==> config.mk <==
export PLATFORM = sky130hd
export DESIGN_NAME = morse_char_buffer
export DESIGN_NICKNAME = d
export VERILOG_FILES = /design/src/rtl/morse_char_buffer.sv
export SDC_FILE = /design/constraint.sdc
export NUM_CORES = 1
export LEC_CHECK = 0
export ABC_AREA = 0
export CAP_MARGIN = 20
export CORE_ASPECT_RATIO = 1.5
export CORE_MARGIN = 2
export CORE_UTILIZATION = 40
export DETAILED_ROUTE_END_ITERATION = 7
export PLACE_DENSITY = 0.76
export SYNTH_ARGS = -nofsm -noshare
export SYNTH_HDL_FRONTEND = slang
export SYNTH_SLANG_ARGS = --single-unit
==> constraint.sdc <==
create_clock -name clk -period 2.58 [get_ports clk]
set_clock_uncertainty 0.05 [all_clocks]
set_input_delay 0.258 -clock clk [delete_from_list [all_inputs] [get_ports clk]]
set_output_delay 0.258 -clock clk [all_outputs]
set_load 0.01 [all_outputs]
==> src/rtl/morse_char_buffer.sv <==
// Display character buffer: newest segment pattern in digit 0, with push, backspace and clear.
// Optional MORSE_BUF_CURSOR_BLINK_EN adds a blinking decimal-point cursor on the next free digit.
module morse_char_buffer #(
  parameter int               DEPTH  = 8,
  parameter int               SEG_W  = 8,
  parameter logic [SEG_W-1:0] BLANK  = 8'hFF,
  parameter bit               SCROLL = 1'b1,
  parameter int               CNT_W  = 4
`ifdef MORSE_BUF_CURSOR_BLINK_EN
  , parameter int             BLINK_DIV = 25_000_000
`endif
) (
  input  logic                   clk,
  input  logic                   rst_n,
  input  logic                   en,
  input  logic                   push,
  input  logic                   bksp,
  input  logic                   clr,
  input  logic [SEG_W-1:0]       char_in,
  output logic [DEPTH*SEG_W-1:0] seg_out,
  output logic [CNT_W-1:0]       count,
  output logic                   empty,
  output logic                   full,
  output logic                   ovf
);

  localparam logic [CNT_W-1:0] CNT_ZERO = {CNT_W{1'b0}};
  localparam logic [CNT_W-1:0] CNT_ONE  = CNT_W'(1);
  localparam logic [CNT_W-1:0] CNT_FULL = CNT_W'(DEPTH);

  logic [SEG_W-1:0] dig_q [DEPTH];
  logic [SEG_W-1:0] dig_d [DEPTH];
  logic [CNT_W-1:0] count_q, count_d;
  logic             ovf_q, ovf_d;
  logic             push_q, bksp_q;
  logic             live_q;
  logic             push_ev_s, bksp_ev_s, clr_ev_s, full_s;

  // live_q is low for the first clock after reset so a button still held
  // through reset only reloads the edge registers instead of firing an event.
  assign push_ev_s = en & live_q & push & ~push_q;
  assign bksp_ev_s = en & live_q & bksp & ~bksp_q;
  assign clr_ev_s  = en & clr;
  assign full_s    = (count_q == CNT_FULL);

  assign count = count_q;
  assign empty = (count_q == CNT_ZERO);
  assign full  = full_s;
  assign ovf   = ovf_q;

  // Next-state: clear beats backspace beats push.
  always_comb begin
    dig_d   = dig_q;
    count_d = count_q;
    ovf_d   = 1'b0;
    if (clr_ev_s) begin
      for (int k = 0; k < DEPTH; k++) dig_d[k] = BLANK;
      count_d = CNT_ZERO;
    end else if (bksp_ev_s) begin
      if (count_q != CNT_ZERO) begin
        for (int k = 0; k < DEPTH - 1; k++) dig_d[k] = dig_q[k+1];
        dig_d[DEPTH-1] = BLANK;
        count_d        = count_q - CNT_ONE;
      end else begin
        count_d = count_q;
      end
    end else if (push_ev_s) begin
      if (!full_s || SCROLL) begin
        for (int k = DEPTH - 1; k > 0; k--) dig_d[k] = dig_q[k-1];
        dig_d[0] = char_in;
      end else begin
        dig_d[0] = dig_q[0];
      end
      if (full_s) begin
        ovf_d = 1'b1;
      end else begin
        count_d = count_q + CNT_ONE;
      end
    end else begin
      ovf_d = 1'b0;
    end
  end

  // Buffer state and edge-history registers.
  always_ff @(posedge clk or negedge rst_n) begin
    if (!rst_n) begin
      for (int k = 0; k < DEPTH; k++) dig_q[k] <= BLANK;
      count_q <= CNT_ZERO;
      ovf_q   <= 1'b0;
      push_q  <= 1'b0;
      bksp_q  <= 1'b0;
      live_q  <= 1'b0;
    end else begin
      dig_q   <= dig_d;
      count_q <= count_d;
      ovf_q   <= ovf_d;
      push_q  <= push;
      bksp_q  <= bksp;
      live_q  <= 1'b1;
    end
  end

`ifdef MORSE_BUF_CURSOR_BLINK_EN
  localparam int DIV_W = (BLINK_DIV > 1) ? $clog2(BLINK_DIV) : 1;
  logic [DIV_W-1:0] div_q;
  logic             phase_q;

  // Free-running blink divider.
  always_ff @(posedge clk or negedge rst_n) begin
    if (!rst_n) begin
      div_q   <= {DIV_W{1'b0}};
      phase_q <= 1'b0;
    end else if (div_q == DIV_W'(BLINK_DIV - 1)) begin
      div_q   <= {DIV_W{1'b0}};
      phase_q <= ~phase_q;
    end else begin
      div_q   <= div_q + DIV_W'(1);
    end
  end

  // Stored digits out, with the decimal point of the next free digit lit on phase 1.
  always_comb begin
    seg_out = {DEPTH*SEG_W{1'b0}};
    for (int k = 0; k < DEPTH; k++) begin
      seg_out[k*SEG_W +: SEG_W] = dig_q[k];
      if (phase_q && !full_s && (count_q == CNT_W'(k))) begin
        seg_out[k*SEG_W + SEG_W - 1] = 1'b0;
      end else begin
        seg_out[k*SEG_W + SEG_W - 1] = dig_q[k][SEG_W-1];
      end
    end
  end
`else
  // Stored digits drive the display directly.
  always_comb begin
    seg_out = {DEPTH*SEG_W{1'b0}};
    for (int k = 0; k < DEPTH; k++) seg_out[k*SEG_W +: SEG_W] = dig_q[k];
  end
`endif

endmodule

### Word level (Yosys, flattened, before mapping)

Index checks and enable logic that the tools add are counted.

| operators by class | value |
|---|---|
| mux-type cells | 13 |
| eq/ne operators | 3 |
| reduce and logical (&&, ||, !) cells | 5 |
| bitwise logic cells | 8 |
| $add $sub $neg | 2 |

Operators with widths:

| cell | number |
|---|---|
| $mux 64 | 4 |
| $mux 4 | 5 |
| $and 1x1->1 | 6 |
| $ne 3x1->1 const B | 2 |
| $add 4x1->4 const B | 1 |
| $eq 4x4->1 const B | 1 |
| $logic_not 4->1 | 1 |
| $mux 1 | 4 |
| $reduce_bool 4->1 | 1 |
| $sub 4x1->4 const B | 1 |
| $reduce_and 3->1 | 1 |
| $reduce_bool 3->1 | 1 |
| $not 1->1 | 2 |
| $reduce_and 2->1 | 1 |

| storage, ports and cells | value |
|---|---|
| input port bits | 14 |
| output and inout port bits | 71 |
| word-level logic and storage cells | 44 |
| flip-flop bits (word level) | 72 |

### Logic depth before layout (Yosys ltp)

| logic depth | value |
|---|---|
| word-level depth | 6 |
| mapped depth | 10 |
| gate-level depth less buffers | 7 |

### Worst setup path after synthesis

No wires, ideal clock.

| timing path | value |
|---|---|
| path type | register to register |
| start point | register bksp_q |
| end point | register count_q[2] (netlist: count[2]) |
| cell stages (with the launch flop) | 11 |
| path buffers | 3 |
| data arrival time | 1.942 ns |
| path slack | 0.505 ns |
| required time | 2.448 ns |
| cells stage by stage | dfrtp_1 nand4b_1 buf_2 buf_6 buf_2 xnor2_1 ha_1 nor2_1 mux2i_1 or3_1 o22ai_1 |

| between the ends | value |
|---|---|
| word-level cells in the longest chain between the ends | 4 |

Ends and longest elaborated chain:

| what | RTL line | text |
|---|---|---|
| start, declared | 35 | `logic push_q, bksp_q;` |
| start signal, assigned | 98 | `bksp_q <= bksp;` |
| $not 1->1 (*) | 42 | `assign bksp_ev_s = en & live_q & bksp & ~bksp_q;` |
| $and 1x1->1 (*) | 42 |  |
| $ne 3x1->1 (no line) (tied with other cells) | -- |  |
| $reduce_and 3->1 (no line) or $mux 4 (tied branches) | -- |  |
| end signal, assigned | 95 | `count_q <= count_d;` |
| end, declared | 33 | `logic [CNT_W-1:0] count_q, count_d;` |

Every way passes the cells marked *; elsewhere a longest branch is shown, timed or not.
A chain may end at the register's enable or synchronous reset.

### Worst setup path in the final report

| timing path | value |
|---|---|
| start point | register count_q[1] (netlist: count[1]) |
| end point | output port full |

| between the ends | value |
|---|---|
| word-level cells in the longest chain between the ends | 1 |

Ends and longest elaborated chain:

| what | RTL line | text |
|---|---|---|
| $eq 4x4->1 | 44 | `assign full_s = (count_q == CNT_FULL);` |
| end, declared | 23 | `output logic full,` |

No other way between the ends.

==> impl_metrics.csv <==
group,metric,value,unit
status,outcome,"finished with violations",
status,violations,"hold timing",
setup_path,required,2.27,ns
synth,dominantRegCellSynth,"dfstp_2",
finish,nets,414,
clock_network,cts_hold_buf,0,
pwr,total_leakage_power,2.168,nW
finish,fill_cells,738,
clock_network,numCtsBuffers,9,
setup_path,crit_path_end_kind,"primary output",
clock_network,cts.sinks,72,
synth,synthCells,325,
clock_network,cts_max_level,3,
floorplanning,core_area,8464,sq um
synth,synth.area.top_cells,"dfstp_2 (48%), mux2i_1 (17%), a31oi_1 (10%)",
route,ant_nets,0,
timing,fin_crit_sh,0.8322,
placement,dpl.hpwl,5.358,mm
placement,io_buffers,84,
pwr,clkPwrFrac,0.311,
synth,synth_top_area_share,0.4798,
synth,synth_area_leader_cell,"dfstp_2",
floorplanning,ios,85,
timing,fmax,465.7,MHz
global_routing,antenna_found_initial,0,
timing,hold_viol_final,6,
floorplanning,die_h,118.6,um
timing,max_slew_margin,0.4017,
timing,worst_pin_slew,0.8975,ns
setup_path,critPathLaunchType,"register",
clock_network,clk_pin_slew,0.06,ns
synth,synth_area,3505,sq um
global_routing,met1_usage,0.2507,
clock_network,cts_tree,"yes",
synth,synth_cell_types,30,
setup_path,critPathMaxFanout,7,
setup_path,critPathKind,"reg2out",
route,dr_total_vias,2735,
synth,synth_edf_count,0,
synth,post-synth-top-count-cell,"nor2_1",
run,drv_cap,0,
clock_network,clockRootBuffer,"clkbuf_16",
synth,syn_avg_cell_area,10.78,sq um
global_routing,grt_overflow,0,
hold_path,min_path_type,"in2async",
finish,finalCoreUtilization,0.5614,
finish,drive_gt1_frac,0.2252,
setup_path,arrival,1.84,ns
global_routing,grt_max_degree,73,
synth,synth_common_cells,"nor2_1 (74), dfstp_2 (64), mux2i_1 (59)",
floorplanning,dieArea,9542,sq um
pwr,p_sw_frac,0.2954,
global_routing,grt_pass1_vias,2642,
timing,maxSlewViolCount,0,
timing,rsz0062_at_grt,"no",
setup_path,cp_slowest_cell,"clkdlybuf4s50_1",
pwr,p_sw,1.264,mW
clock_network,ctsResizeCount,0,
pwr,pwr_density_cell,900.3,nW/um^2
finish,fin_cells,511,
route,wl,8.304,mm
global_routing,grt_use_total,0.1829,
route,first_iter_violations,246,
route,via_per_inst,5.352,
global_routing,grt.busiest_layer,"met2",
clock_network,clk_path_buf_depth,2,
global_routing,grt_pass1_wl,13.63,mm
finish,n_antenna_cell,0,
timing,tns,0,ns
synth,synthArstFlopShare,1.000,
pwr,intPower,3.015,mW
route,drc_errors,0,
floorplanning,chipWidth,80.43,um
synth,ys_warn_count,0,
synth,syn_nets,340,
global_routing,met3_usage,0.03206,
clock_network,clk_latency,0.33,ns
route,dr.pass1.iters,4,
global_routing,grt_util_met2,0.2776,
clock_network,post_cts_buffers,0,
placement,gp_congestion,0.7759,
pwr,finalPower,4.278,mW
synth,ys_ff_latch,72,
pwr,combPwrFrac,0.271,
placement,dp_cells,495,
timing,setup_viol,0,
setup_path,crit_chain,"nor3_1, nand2_1, inv_1, clkdlybuf4s50_1",
timing,post-route-min-period,2.147,ns
finish,syn_to_final_growth,35.59,%
floorplanning,rows,41,
route,post_drt_wl_per_cell,16.25,um
timing,whs,-0.01513,ns
pwr,p_seq_frac,0.417,
pwr,peakVddDrop,0.4735,mV
setup_path,max_stage_delay,0.52,ns
synth,yosysSeqAreaShare,0.5370,
floorplanning,start_util,0.4140,
-- cells in the final DEF (no fill, tap or decap), types with 2 or more instances in the layout --
master           netlist  routed
nor3_1                 3       3
dfstp_2               64      64
and3_1                 2       2
nor2_1                74      74
inv_1                  3       3
a21oi_1                8       8
dfrtp_1                8       8
clkbuf_8               0       2
buf_4                  4       5
clkbuf_16              0      10
clkdlybuf4s50_1        0      83
buf_12                 0       3
nand2_1                3       2
nand4b_1               2       2
mux2i_1               59      59
a31oi_1               56      56
-- sequential cells by signal, summed over array words and instances (netlist names) --
| register | count |
|---|---|
| bksp_q | 1 |
| seg_out | 64 |
| ovf | 1 |
| live_q | 1 |
| count | 4 |
| push_q | 1 |
-- path summary, 6_finish.rpt --
kind | end | slack (ns) | start | cells after the start
max | full | 0.43 | count[1]$_DFFE_PN0P_ | 4
min | push_q$_DFF_PN0_ | -0.02 | rst_n | 1
max reg2reg | seg_out[50]$_DFFE_PN1P_ | 0.63 | bksp_q$_DFF_PN0_ | 6
min reg2reg | seg_out[60]$_DFFE_PN1P_ | 0.46 | seg_out[60]$_DFFE_PN1P_ | 2
max in group asynchronous | count[2]$_DFFE_PN0P_ | 1.93 | rst_n | 1
min in group clk | push_q$_DFF_PN0_ | 0.36 | push | 1
-- power groups by stage --
stage                     sequential [mW]  clock [mW]  combinational, mW
after global placement               1.79           0               1.14
after CTS                            1.79        1.36               1.17
final                                1.79        1.33               1.16
after global routing                 1.82        1.41               1.27
after detailed placement             1.80           0               1.17
after floorplan                      1.83           0              0.475
-- area by class of cell --
cell class / instances / area [sq um] / share of cell area
Clock buffer: 13 / 281.5 / 0.05924
Clock inverter: 3 / 46.29 / 0.009742
Inverter: 3 / 11.26 / 0.002370
Multi-Input combinational cell: 222 / 1469 / 0.3091
Sequential cell: 72 / 1882 / 0.3960
Tap cell: 107 / 133.9 / 0.02817
Timing Repair Buffer: 91 / 928.4 / 0.1954
-- logic make-up (layout without fill, tap and decap cells) --
kind of cell | after synthesis | after routing | share of synthesized area
flops | 72 | 72 | 0.5369
xor+xnor | 1 | 1 | 0.002500
buf+inv | 31 | 110 | 0.04463
fa+ha+maj | 1 | 1 | 0.003570
compound gates | 70 | 70 | 0.1303
other cells | 1 | 1 | 0.001070
mux | 60 | 60 | 0.1717
simple gates | 89 | 89 | 0.1093
-- critical path, delay by kind of cell (launching register included) --
kind          cells  cell delay (ns)
flops             1             0.48
buf+inv           2             0.60
simple gates      2             0.42
-- routing by layer --
metal	share of wire	wire length, um	vias to the layer above
met1	0.45	3730	1340
met3	0.032	264	13
met2	0.49	4099	59
met4	0.025	210	0
li1	-	-	1323
met5	0	0	-
-- through the flow --
step | cell area, sq um | worst slack, ns
global placement | 4424 | 0.3089
global route | 4752 | 0.3055
floorplan | 3505 | 0.5055
CTS | 4752 | 0.4114
finish | 4752 | 0.4329
detailed placement | 4424 | 0.2578
Power figures use the tool's default switching activity.
